--- src/rtl/demux6output16bit_reg_pkg.sv ---
// Shared constants for the registered 1-to-6 write distributor.
// The select codes match the A..F input order of the 6-input 16-bit select mux.
package demux6_pkg;

  localparam int WIDTH  = 16;
  localparam int NOUT   = 6;
  localparam int SEL_W  = 3;
  localparam int WCNT_W = 8;

  localparam logic [WCNT_W-1:0] WCNT_MAX = 8'd255;

  typedef enum logic [SEL_W-1:0] {
    SEL_A = 3'd0,
    SEL_B = 3'd1,
    SEL_C = 3'd2,
    SEL_D = 3'd3,
    SEL_E = 3'd4,
    SEL_F = 3'd5
  } sel_e;

  // Codes 6 and 7 have no destination register.
  function automatic logic sel_legal(input logic [SEL_W-1:0] sel);
    return sel <= SEL_F;
  endfunction

endpackage

--- src/rtl/demux6output16bit_reg_if.sv ---
// Write port and register-file view of the distributor.
// The master drives the write request; the slave presents the holding registers and status.
interface demux6output16bit_reg_if;
  import demux6_pkg::*;

  logic [WIDTH-1:0]  d;
  logic [SEL_W-1:0]  s;
  logic              we;
  logic              clr;

  logic [WIDTH-1:0]  a;
  logic [WIDTH-1:0]  b;
  logic [WIDTH-1:0]  c;
  logic [WIDTH-1:0]  d_out;
  logic [WIDTH-1:0]  e;
  logic [WIDTH-1:0]  f;
  logic [NOUT-1:0]   v;
  logic              err;
  logic [WCNT_W-1:0] wcnt;

  modport master (
    output d, s, we, clr,
    input  a, b, c, d_out, e, f, v, err, wcnt
  );

  modport slave (
    input  d, s, we, clr,
    output a, b, c, d_out, e, f, v, err, wcnt
  );

endinterface

--- src/rtl/demux6output16bit_reg_reg16_en.sv ---
// One holding register: load on enable, synchronous clear has priority over load.
module reg16_en
  import demux6_pkg::*;
(
  input  logic             i_clk,
  input  logic             i_rst_n,
  input  logic             i_clr,
  input  logic             i_en,
  input  logic [WIDTH-1:0] i_d,
  output logic [WIDTH-1:0] o_q
);

  logic [WIDTH-1:0] r_q;

  // NOTE: sequential state uses non-blocking assignments so every flop samples pre-edge values.
  always_ff @(posedge i_clk or negedge i_rst_n) begin
    if (!i_rst_n) begin
      r_q <= '0;
    end else if (i_clr) begin
      r_q <= '0;
    end else if (i_en) begin
      r_q <= i_d;
    end
  end

  assign o_q = r_q;

endmodule

--- src/rtl/demux6output16bit_reg.sv ---
// Registered 1-to-6 distributor: request stage, then commit into one of six holding
// registers, with per-register valid flags, sticky illegal-select flag and write counter.
module demux6output16bit_reg
  import demux6_pkg::*;
(
  input  logic                    i_clk,
  input  logic                    i_rst_n,
  demux6output16bit_reg_if.slave  bus
);

  logic              r_p_we;
  logic [WIDTH-1:0]  r_p_d;
  logic [SEL_W-1:0]  r_p_s;

  logic [NOUT-1:0]   r_v;
  logic              r_err;
  logic [WCNT_W-1:0] r_wcnt;

  logic [NOUT-1:0]   w_en;
  logic              w_legal;
  logic              w_illegal;
  logic [WIDTH-1:0]  w_q [NOUT];

  // NOTE: the pending stage is reset as well, so a request in flight at reset can never commit.
  always_ff @(posedge i_clk or negedge i_rst_n) begin
    if (!i_rst_n) begin
      r_p_we <= 1'b0;
      r_p_d  <= '0;
      r_p_s  <= '0;
    end else if (bus.clr) begin
      r_p_we <= 1'b0;
      r_p_d  <= '0;
      r_p_s  <= '0;
    end else begin
      r_p_we <= bus.we;
      r_p_d  <= bus.d;
      r_p_s  <= bus.s;
    end
  end

  // NOTE: every always_comb output gets a default first so no path leaves it unassigned (no latch).
  always_comb begin
    w_en      = '0;
    w_legal   = r_p_we && sel_legal(r_p_s);
    w_illegal = r_p_we && !sel_legal(r_p_s);
    for (int i = 0; i < NOUT; i++) begin
      w_en[i] = w_legal && (r_p_s == SEL_W'(i));
    end
  end

  always_ff @(posedge i_clk or negedge i_rst_n) begin
    if (!i_rst_n) begin
      r_v    <= '0;
      r_err  <= 1'b0;
      r_wcnt <= '0;
    end else if (bus.clr) begin
      r_v    <= '0;
      r_err  <= 1'b0;
      r_wcnt <= '0;
    end else begin
      r_v <= r_v | w_en;
      if (w_illegal) begin
        r_err <= 1'b1;
      end
      if (w_legal && (r_wcnt != WCNT_MAX)) begin
        r_wcnt <= r_wcnt + WCNT_W'(1);
      end
    end
  end

  for (genvar g = 0; g < NOUT; g++) begin : g_regs
    reg16_en u_reg (
      .i_clk   (i_clk),
      .i_rst_n (i_rst_n),
      .i_clr   (bus.clr),
      .i_en    (w_en[g]),
      .i_d     (r_p_d),
      .o_q     (w_q[g])
    );
  end

  assign bus.a     = w_q[0];
  assign bus.b     = w_q[1];
  assign bus.c     = w_q[2];
  assign bus.d_out = w_q[3];
  assign bus.e     = w_q[4];
  assign bus.f     = w_q[5];
  assign bus.v     = r_v;
  assign bus.err   = r_err;
  assign bus.wcnt  = r_wcnt;

endmodule

--- src/flat_wrapper.sv ---
// flat-port wrapper written by rule: the top's interface ports become plain ports
module demux6output16bit_reg_flat import demux6_pkg::*;
  (i_clk, i_rst_n, bus_d, bus_s, bus_we, bus_clr, bus_a, bus_b, bus_c, bus_d_out, bus_e, bus_f, bus_v, bus_err, bus_wcnt);
  demux6output16bit_reg_if bus_i ();
  input  logic i_clk;
  input  logic i_rst_n;
  input wire logic [$bits(bus_i.d)-1:0] bus_d;
  input wire logic [$bits(bus_i.s)-1:0] bus_s;
  input wire logic [$bits(bus_i.we)-1:0] bus_we;
  input wire logic [$bits(bus_i.clr)-1:0] bus_clr;
  output wire logic [$bits(bus_i.a)-1:0] bus_a;
  output wire logic [$bits(bus_i.b)-1:0] bus_b;
  output wire logic [$bits(bus_i.c)-1:0] bus_c;
  output wire logic [$bits(bus_i.d_out)-1:0] bus_d_out;
  output wire logic [$bits(bus_i.e)-1:0] bus_e;
  output wire logic [$bits(bus_i.f)-1:0] bus_f;
  output wire logic [$bits(bus_i.v)-1:0] bus_v;
  output wire logic [$bits(bus_i.err)-1:0] bus_err;
  output wire logic [$bits(bus_i.wcnt)-1:0] bus_wcnt;
  assign bus_i.d = bus_d;
  assign bus_i.s = bus_s;
  assign bus_i.we = bus_we;
  assign bus_i.clr = bus_clr;
  assign bus_a = bus_i.a;
  assign bus_b = bus_i.b;
  assign bus_c = bus_i.c;
  assign bus_d_out = bus_i.d_out;
  assign bus_e = bus_i.e;
  assign bus_f = bus_i.f;
  assign bus_v = bus_i.v;
  assign bus_err = bus_i.err;
  assign bus_wcnt = bus_i.wcnt;
  demux6output16bit_reg u_core (.i_clk(i_clk), .i_rst_n(i_rst_n), .bus(bus_i));
endmodule
--- config.mk ---
export PLATFORM = sky130hd
export DESIGN_NAME = demux6output16bit_reg_flat
export DESIGN_NICKNAME = d
export VERILOG_FILES = /design/src/rtl/demux6output16bit_reg_pkg.sv /design/src/rtl/demux6output16bit_reg_if.sv /design/src/rtl/demux6output16bit_reg_reg16_en.sv /design/src/rtl/demux6output16bit_reg.sv /design/src/flat_wrapper.sv
export SDC_FILE = /design/constraint.sdc
export NUM_CORES = 1
export LEC_CHECK = 0
export CORE_UTILIZATION = 49
export CTS_BUF_LIST = sky130_fd_sc_hd__clkbuf_16
export DETAILED_ROUTE_END_ITERATION = 6
export PLACE_DENSITY_LB_ADDON = 0.05
export SYNTH_ARGS = -nofsm -noshare
export SYNTH_HDL_FRONTEND = slang
export SYNTH_SLANG_ARGS = --single-unit
--- constraint.sdc ---
create_clock -name i_clk -period 2 [get_ports i_clk]
set_input_delay 0.4 -clock i_clk [delete_from_list [all_inputs] [get_ports i_clk]]
set_output_delay 0.4 -clock i_clk [all_outputs]
set_load 0.01 [all_outputs]
Yosys cells after proc, flatten, opt, wreduce, memory -nomap -nowiden:

Index checks and enable logic that the tools add are counted.

* output and inout port bits: 111
* bits in registers: 131
* word-level logic and storage cells: 60
* input bits: 23

* bitwise logic cells: 1
* reduce and logical (&&, ||, !) cells: 19
* mux-type cells: 20
* eq/ne operators: 6
* add/subtract/negate cells: 1
* magnitude comparators: 1

Operators with widths (number)
* $mux 16: 13
* $mux 8: 2
* $reduce_bool 2->1: 8
* $logic_and 1x1->1: 9
* $add 8x1->8 const B: 1
* $ne 8x8->1 const B: 1
* $eq 3x2->1 const B: 2
* $eq 3x3->1 const B: 2
* $mux 6: 1
* $or 6x6->6: 1
* $eq 3x1->1 const B: 1
* $le 3x3->1 const B: 1
* $logic_not 3->1: 1
* $mux 1: 3
* $mux 3: 1
* $logic_not 1->1: 1

Longest topological paths before layout:

Gate-level depths: netlist of the first run.

* depth in word-level cells: 5
* gate-level depth with buffers: 6
* mapped depth without buffers: 4

Cells and area by module:

From an unflattened synthesis of the first run, not the netlist that was laid out.

* cells, all modules: 427
* area, all modules: 5312.6 µm²

Modules (own cells, without submodules)
* reg16_en: cells each 52, sequential area each 400.4 µm², area an instance 660.6 µm², times used 6
* demux6output16bit_reg: cells each 115, sequential area each 875.8 µm², area an instance 1348.8 µm², times used 1

Worst setup path after synthesis of the first run:

Ideal clock, no wire load.

* kind: register to register
* start: register u_core.r_wcnt[0], in the netlist u_core.bus.wcnt[0]
* end: register u_core.r_wcnt[0], in the netlist u_core.bus.wcnt[0]
* library setup time: 0.125 ns
* required time: 1.875 ns
* data arrival time: 1.437 ns
* period minus slack after synthesis: 1.562 ns
* path buffers: 0
* setup slack: 0.438 ns
* stages on the path, launching flop included: 5
* cells stage by stage: dfrtp_1 -> ha_1 -> and3_1 -> a21oi_2 -> mux2_2

* word-level cells in the longest chain between the ends: 3
* elaborated cells on any way between the ends: 6
* those cells by class: add/sub: 1; eq/ne: 1; mux: 2; reduce/logical: 2

Ends and longest elaborated chain
* start, declared: RTL line demux6output16bit_reg.sv:17 `logic [WCNT_W-1:0] r_wcnt;`
* start signal, assigned: RTL line demux6output16bit_reg.sv:66 `r_wcnt <= r_wcnt + WCNT_W'(1);`
* $add 8x1->8 / $ne 8x8->1 (equally long branches): RTL line demux6output16bit_reg.sv:66, demux6output16bit_reg.sv:65
* $mux 8 / $logic_and 1x1->1 (equally long branches): RTL line demux6output16bit_reg.sv:65 `if (w_legal && (r_wcnt != WCNT_MAX)) begin`
* $mux 8 / $reduce_bool 2->1 (equally long branches)

Several ways; a longest one is shown, not always the timed one. The select of a mux whose other input is x is not followed.
A chain may end at the register's enable or synchronous reset.

Final worst setup path of the first run:

* start: register u_core.r_wcnt[2], in the netlist u_core.bus.wcnt[2]
* end: output port bus_wcnt[2]

RTL lines
* end, declared: RTL line flat_wrapper.sv:19 `output wire logic [$bits(bus_i.wcnt)-1:0] bus_wcnt;`

No word-level cell between the ends.

==> impl_summary.log, run 1 <==
INFO  metric worst-path-stages = 1
INFO  metric final_critical_path_setup_slack = 0.154 ns
INFO  metric place_hpwl = 9090 µm
INFO  metric ctsLongestPathBuffers = 2
INFO  metric cp_slowest_stage_delay = 0.59 ns
INFO  metric drv_cap = 0
INFO  metric finalCritPeriodShare = 0.923
INFO  metric maximum_fanout_along_the_worst_path = 7
INFO  metric dieHeight = 106 µm
INFO  metric final_cell_area = 7350 µm²
INFO  metric fraction_of_layout_cells_with_a_size_suffix_above_1 = 0.100
INFO  metric whs_path_depth = 2
INFO  metric fin_cells = 825
INFO  metric synth.avg_cell_area = 9.81 µm²
INFO  metric fp.dieArea = 11,300 µm²
INFO  metric yosys_warnings = 0
INFO  metric syn-num-nets = 569
INFO  metric post-place-ws = 0.380 ns
INFO  metric rr_worst_depth = 4
INFO  metric antenna-diode-count = 0
INFO  metric fin_tns_setup = 0 ns
INFO  metric fmax = 0.542 GHz
INFO  metric clock_latency = 0.40 ns
INFO  metric post-route-min-period = 1.85 ns
INFO  metric worstPathCellList = clkdlybuf4s50_1
INFO  metric start_util = 0.511
INFO  metric synth_sequential_area_ratio = 0.613
INFO  metric dp.cells = 792
INFO  metric max_slew_headroom = 0.608
INFO  metric grt_use_total = 0.254
INFO  metric final-hold-violation-count = 0
INFO  metric report.final.setup_viol = 0
INFO  metric critPathKind = reg -> out
INFO  metric timing.hold.ws = 0.448 ns
INFO  metric detail_route.vias_per_cell = 5.31
INFO  metric gate_count_after_technology_mapping = 545
INFO  metric wl_per_cell = 16.4 µm
INFO  metric multi_input_area = 1830 µm²
INFO  metric vias = 4,381
INFO  metric cp_slowest_cell = clkdlybuf4s50_1
INFO  metric synth-seq-cells = 131
INFO  metric grt_setup_unrepaired = no
INFO  metric core.rowCount = 37
INFO  metric synthesized_cell_area = 5350 µm²
INFO  metric power.static_leakage = 3.01 nW
INFO  metric grt_overflow = 0
INFO  metric first_pass_grt_wire_length = 22,000 µm
INFO  metric worstMarginPinSlew = 0.587 ns
INFO  metric num-fill-cells = 818
INFO  metric boundaryPins = 134
INFO  metric core = 10,500 µm²
INFO  metric synth_cell_types = 37
INFO  metric synthToLayoutAreaGrowth = 37.5%
INFO  metric detailed_routing_iteration_count_for_the_pre_antenna_repair_pass = 5
INFO  metric delay_heaviest_family_cp = buffers and inverters
INFO  metric gp_congestion = 0.874
INFO  metric clockRootBuffer = clkbuf_16
INFO  metric timing.final.max_slew_violations = 0
INFO  metric worst_ep_required_time = 1.60 ns
INFO  metric status = finished clean
INFO  metric wire_length_after_detailed_routing = 13,500 µm
INFO  metric nNetsFinal = 700
INFO  metric fp.dieW = 106 µm
INFO  metric 1st_iter_drt_viols = 208
INFO  metric sequential_cell_area = 3280 µm²
INFO  metric number_of_antenna_violations_at_the_first_check_in_global_routing = 0
INFO  metric postPlaceCellArea = 6800 µm²
INFO  metric cp_num_buf_inv = 1
INFO  metric min_path_type = in -> reg
INFO  metric ir_worst_vdd = 0.000495 V
INFO  metric grt_max_degree = 54
INFO  metric route.detailed.drc = 0
INFO  metric end_kind = primary output
INFO  metric io_buffers = 133
INFO  metric clock_skew = 0.00749 ns
INFO  metric power_per_cell_area = 801 nW/µm²
INFO  metric htree_num_levels = 4
INFO  metric cts_resized = 0
INFO  metric cts.clk_slew.worst_paths = 0.06 ns
INFO  metric ant_nets = 0
INFO  metric tritoncts_clock_tree = yes
INFO  metric cts_sinks = 131
INFO  metric cts_inserted_buffers = 17
INFO  metric worstPathArrival = 1.45 ns
INFO  metric first_global_vias = 4,248
INFO  metric start_kind = flop
[placed cells by master, fill, tap and decap left out, types with 2 or more instances in the layout]
| cell | instances |
|---|---|
| clkinvlp_4 | 5 |
| nor2_1 | 15 |
| clkbuf_16 | 17 |
| dfrtp_1 | 131 |
| clkinv_4 | 2 |
| and4_1 | 2 |
| nor2b_1 | 23 |
| nand3_1 | 2 |
| nand2b_1 | 2 |
| nor3_1 | 3 |
| inv_1 | 2 |
| a21oi_2 | 10 |
| clkdlybuf4s50_1 | 131 |
| a21oi_1 | 89 |
| buf_12 | 4 |
| nand4bb_1 | 3 |
| a311oi_1 | 3 |
| buf_4 | 16 |
| nand2_1 | 193 |
| nand4b_1 | 2 |
| and4bb_2 | 3 |
| a31oi_1 | 5 |
| and3_1 | 2 |
| and4b_1 | 2 |
| clkinv_2 | 6 |
[sequential cells by signal, indices dropped and copies added (netlist names)]
signal / cells
u_core.bus.wcnt: 8
u_core.r_p_d: 16
u_core.bus.v: 6
u_core.bus.err: 1
u_core.g_regs.u_reg.o_q: 96
u_core.r_p_we: 1
u_core.r_p_s: 3
[cells in the mapped netlist, drive strengths merged]
cell type,count,area share
a2111oi,1,0.0028
a211oi,1,0.0014
a21bo,1,0.0019
a21boi,1,0.0021
a21oi,99,0.10
a311oi,3,0.0049
a31oi,5,0.0059
and2,1,0.0012
and3,2,0.0023
and4,2,0.0033
and4b,2,0.0037
and4bb,3,0.0070
buf,25,0.032
clkbuf,15,0.011
dfrtp,131,0.61
ha,1,0.0023
inv,2,0.0014
mux2,1,0.0021
mux2i,1,0.0019
nand2,193,0.14
nand2b,2,0.0023
nand3,2,0.0019
nand4b,2,0.0033
nand4bb,3,0.0063
nor2,15,0.011
nor2b,23,0.027
nor3,3,0.0028
nor3b,1,0.0014
nor4b,2,0.0061
o21ai,1,0.00094
or4b,1,0.0019
[power breakdown]
part | leakage (nW) | switching, mW | internal, mW
Clock | 0.258 | 1.12 | 1.69
Sequential | 1.80 | 0.0584 | 2.69
Combinational | 0.946 | 0.187 | 0.142
Total | 3.01 | 1.37 | 4.52
[repair_timing]
action | 4_1_cts | 5_1_grt
hold endpoints to repair | 4 | 0
buffers inserted | 0 | 0
hold buffers | 1 | 0
[logic make-up (layout without fill, tap and decap cells)]
logic type                 after synthesis  after routing  synth area share
and+or+nand+nor                        257            257             0.217
AOI/OAI and AO/OA                      112            112             0.120
muxes                                    2              2           0.00398
adders and majority gates                1              1           0.00234
buffers and inverters                   42            186            0.0442
DFF                                    131            131             0.613
[per-layer routing]
layer / routed length, µm / global-route usage / vias to the layer above
met5: 0 / 0 / -
met2: 6520 / 0.393 / 157
li1: - / - / 2057
met4: 188 / 0.0861 / 0
met3: 854 / 0.0484 / 16
met1: 5960 / 0.360 / 2151
[metrics by stage]
| stage | power (mW) | util |
|---|---|---|
| finish | 5.89 | 0.703 |
| global route | 6.10 | 0.703 |
| CTS | 5.94 | 0.703 |
| global placement | 3.12 | 0.650 |
| floorplan | 2.93 | - |
| detailed placement | 3.13 | 0.650 |
[path summary, 6_finish.rpt]
kind	from	to	slack [ns]
setup / recovery	u_core.bus.wcnt[2]	bus_wcnt[2]	0.15
hold / removal	bus_clr	u_core.r_p_d[7]	0.45
setup reg to reg	u_core.bus.wcnt[0]	u_core.bus.wcnt[0]	0.37
hold reg to reg	u_core.bus.v[2]	u_core.bus.v[2]	0.51
max in group asynchronous	i_rst_n	u_core.g_regs[2].u_reg.o_q[15]	0.82
min in group asynchronous	i_rst_n	u_core.g_regs[0].u_reg.o_q[1]	0.53
[area by class of cell]
class / count / share of cell area
Timing Repair Buffer: 152 / 0.207
Inverter: 2 / 0.00102
Tap cell: 136 / 0.0231
Clock inverter: 15 / 0.0162
Sequential cell: 131 / 0.446
Clock buffer: 17 / 0.0579
Multi-Input combinational cell: 372 / 0.249
Note: power is estimated with default switching activity, not from simulation.
==> inputs of run 2 (changes only) <==
--- a/config.mk
+++ b/config.mk
@@ -5,6 +5,8 @@
 export SDC_FILE = /design/constraint.sdc
 export NUM_CORES = 1
 export LEC_CHECK = 0
+export ABC_AREA = 1
+export ABC_CLOCK_PERIOD_IN_PS = 2000
 export CORE_UTILIZATION = 49
 export CTS_BUF_LIST = sky130_fd_sc_hd__clkbuf_16
 export DETAILED_ROUTE_END_ITERATION = 6
==> impl_summary.log, run 2 <==
INFO  metric drv_cap = 0
INFO  metric fin_tns_setup = 0 ns
INFO  metric synth_cell_types = 27
INFO  metric ir_worst_vdd = 0.000566 V
INFO  metric clock_skew = 0.00746 ns
INFO  metric post-route-min-period = 1.82 ns
INFO  metric synth_enable_flop_cells = 0
INFO  metric fp.dieArea = 11,700 µm²
INFO  metric first_global_vias = 4,638
INFO  metric cts_sinks = 131
INFO  metric start_util = 0.505
INFO  metric tritoncts_clock_tree = yes
INFO  metric mostFrequentLayoutCell = nand2_1
INFO  metric worstPathCellList = clkdlybuf4s50_1
INFO  metric library_cell_with_the_highest_instance_count_after_synthesis = nand2_1
INFO  metric boundaryPins = 134
INFO  metric 1st_iter_drt_viols = 385
INFO  metric clock_latency = 0.41 ns
INFO  metric ctsLongestPathBuffers = 2
INFO  metric fp.dieW = 108 µm
INFO  metric finalCritPeriodShare = 0.908
INFO  metric power_per_cell_area = 863 nW/µm²
INFO  metric gp_congestion = 0.811
INFO  metric core = 10,900 µm²
INFO  metric cp_slowest_cell = clkdlybuf4s50_1
INFO  metric cp_num_buf_inv = 1
INFO  metric delay_heaviest_family_cp = buffers and inverters
INFO  metric synth.avg_cell_area = 8.90 µm²
INFO  metric ant_nets = 0
INFO  metric end_kind = primary output
INFO  metric gate_count_after_technology_mapping = 618
INFO  metric final_critical_path_setup_slack = 0.184 ns
INFO  metric detailed_routing_iteration_count_for_the_pre_antenna_repair_pass = 5
INFO  metric maximum_fanout_along_the_worst_path = 7
INFO  metric wire_length_after_detailed_routing = 14,400 µm
INFO  metric power.static_leakage = 3.87 nW
INFO  metric place_hpwl = 9680 µm
INFO  metric post-place-ws = 0.352 ns
INFO  metric synthToLayoutAreaGrowth = 36.6%
INFO  metric detail_route.vias_per_cell = 5.16
INFO  metric cp_slowest_stage_delay = 0.57 ns
INFO  metric yosys_warnings = 0
INFO  metric predominant_post_synthesis_flop_cell = dfrtp_1
INFO  metric cellInternalPower = 4.92 mW
INFO  metric ff2ff_setup_slack = 0.52 ns
INFO  metric route.detailed.drc = 0
INFO  metric power.share.combinational = 0.116
INFO  metric yosysTopAreaCellShare = 0.596
INFO  metric max_slew_headroom = 0.573
INFO  metric power.share.sequential = 0.446
INFO  metric worstPathArrival = 1.42 ns
INFO  metric worstMarginPinSlew = 0.638 ns
INFO  metric dieHeight = 108 µm
INFO  metric core.rowCount = 38
INFO  metric synth_area_leader_cell = dfrtp_1
INFO  metric fmax = 0.551 GHz
INFO  metric final_cell_mix = nand2_1, clkdlybuf4s50_1, dfrtp_1
INFO  metric worst_ep_required_time = 1.60 ns
INFO  metric min_path_type = in -> async
INFO  metric power_switching_share = 0.241
INFO  metric cts_resized = 0
INFO  metric grt_use_total = 0.264
INFO  metric vias = 4,707
INFO  metric wl_per_cell = 15.7 µm
INFO  metric fraction_of_layout_cells_with_a_size_suffix_above_1 = 0.0867
INFO  metric synthesized_cell_area = 5500 µm²
INFO  metric antenna-diode-count = 0
INFO  metric status = finished clean
INFO  metric pwr-share-clk = 0.439
INFO  metric grt_overflow = 0
INFO  metric postSynth.asyncResetShare = 1.00
INFO  metric io_buffers = 133
INFO  metric grt_setup_unrepaired = no
INFO  metric post_synth_main_area_contributors = dfrtp_1, nand2_1, nand3_1, inv_1, nor2_1
INFO  metric start_kind = flop
INFO  metric nNetsFinal = 786
INFO  metric synth_sequential_area_ratio = 0.596
INFO  metric htree_num_levels = 4
INFO  metric critPathKind = reg -> out
INFO  metric net_switching_power = 1.57 mW
INFO  metric clockRootBuffer = clkbuf_16
INFO  metric final-hold-violation-count = 0
INFO  metric largest_register_ff_count = 96
INFO  metric timing.final.max_slew_violations = 0
INFO  metric cts_inserted_buffers = 17
INFO  metric grt_max_degree = 44
INFO  metric first_pass_grt_wire_length = 23,300 µm
INFO  metric synth-seq-cells = 131
INFO  metric report.final.setup_viol = 0
INFO  metric syn-num-nets = 642
INFO  metric number_of_antenna_violations_at_the_first_check_in_global_routing = 0
INFO  metric cts.clk_slew.worst_paths = 0.06 ns
INFO  metric synth.cells.most_frequent = nand2_1, dfrtp_1, nand3_1
==> run 2: cell types whose count changed after synthesis, moves of 12 or more <==
| cell | before | now |
|---|---|---|
| a21oi_1 | 89 | 7 |
| clkbuf_1 | 12 | 0 |
| inv_1 | 2 | 52 |
| nand2_1 | 193 | 216 |
| nand3_1 | 2 | 104 |
| nor2_1 | 15 | 44 |
| nor2b_1 | 23 | 0 |
==> run 2: path summary, 6_finish.rpt <==
kind / start / cells past startpoint / to
min: i_rst_n / 2 / u_core.bus.wcnt[5]
min in group i_clk: bus_clr / 4 / u_core.g_regs[1].u_reg.o_q[9]
min reg2reg: u_core.bus.err / 1 / u_core.bus.err
max in group asynchronous: i_rst_n / 3 / u_core.bus.v[0]
max reg2reg: u_core.r_p_s[1] / 5 / u_core.g_regs[5].u_reg.o_q[12]
max: u_core.bus.wcnt[5] / 1 / bus_wcnt[5]
==> run 2: cell families after synthesis <==
logic type	Yosys count	synth area share
DFF	131	0.596
xor gates and xnor gates	1	0.00159
adders and majority gates	1	0.00227
buffers and inverters	84	0.0796
AOI/OAI and AO/OA	14	0.0141
and+or+nand+nor	387	0.307
==> run 2: power by group through the flow <==
stage                     Combinational, mW  Sequential, mW  Clock, mW
final                                 0.750            2.89       2.85
after floorplan                       0.273            2.97          0
after CTS                             0.760            2.89       2.86
after global placement                0.738            2.93          0
after global routing                  0.823            2.91       3.01
after detailed placement              0.752            2.93          0
==> run 2: repair_timing <==
item	4_1_cts	5_1_grt
setup endpoints to repair	0	0
setup buffers	0	0
hold endpoints to repair	39	0
hold buffers	1	0
==> run 2: cell type report <==
cell class / count / area (µm²)
Clock inverter: 13 / 105
Timing Repair Buffer: 154 / 1540
Sequential cell: 131 / 3280
Clock buffer: 17 / 425
Fill cell: 898 / 3370
Multi-Input combinational cell: 403 / 1790
Inverter: 55 / 209
Tap cell: 140 / 175
==> run 2: layer usage <==
metal  vias up  share of wire  track usage
met1      2281           0.43        0.363
met4         0          0.016       0.0871
met2       192           0.49        0.419
met3        18          0.067       0.0555
li1       2216              -            -
met5         -              0            0
==> run 2: through the flow <==
stage	area (µm²)	power, mW	utilization	hold WS, ns	cells
global route	7520	6.74	0.690	0.498	913
CTS	7520	6.52	0.690	0.476	913
global placement	6980	3.67	0.641	0.350	882
detailed placement	6980	3.68	0.641	0.356	882
finish	7520	6.49	0.690	0.479	913
floorplan	5500	3.24	-	0.104	618
==> inputs of run 3 (changes only) <==
--- a/config.mk
+++ b/config.mk
@@ -6,7 +6,7 @@
 export NUM_CORES = 1
 export LEC_CHECK = 0
 export ABC_AREA = 1
-export ABC_CLOCK_PERIOD_IN_PS = 2000
+export CAP_MARGIN = 10
 export CORE_UTILIZATION = 49
 export CTS_BUF_LIST = sky130_fd_sc_hd__clkbuf_16
 export DETAILED_ROUTE_END_ITERATION = 6
==> results of run 3 <==
The final DEF is identical to that of run 2; final timing and power are the same.
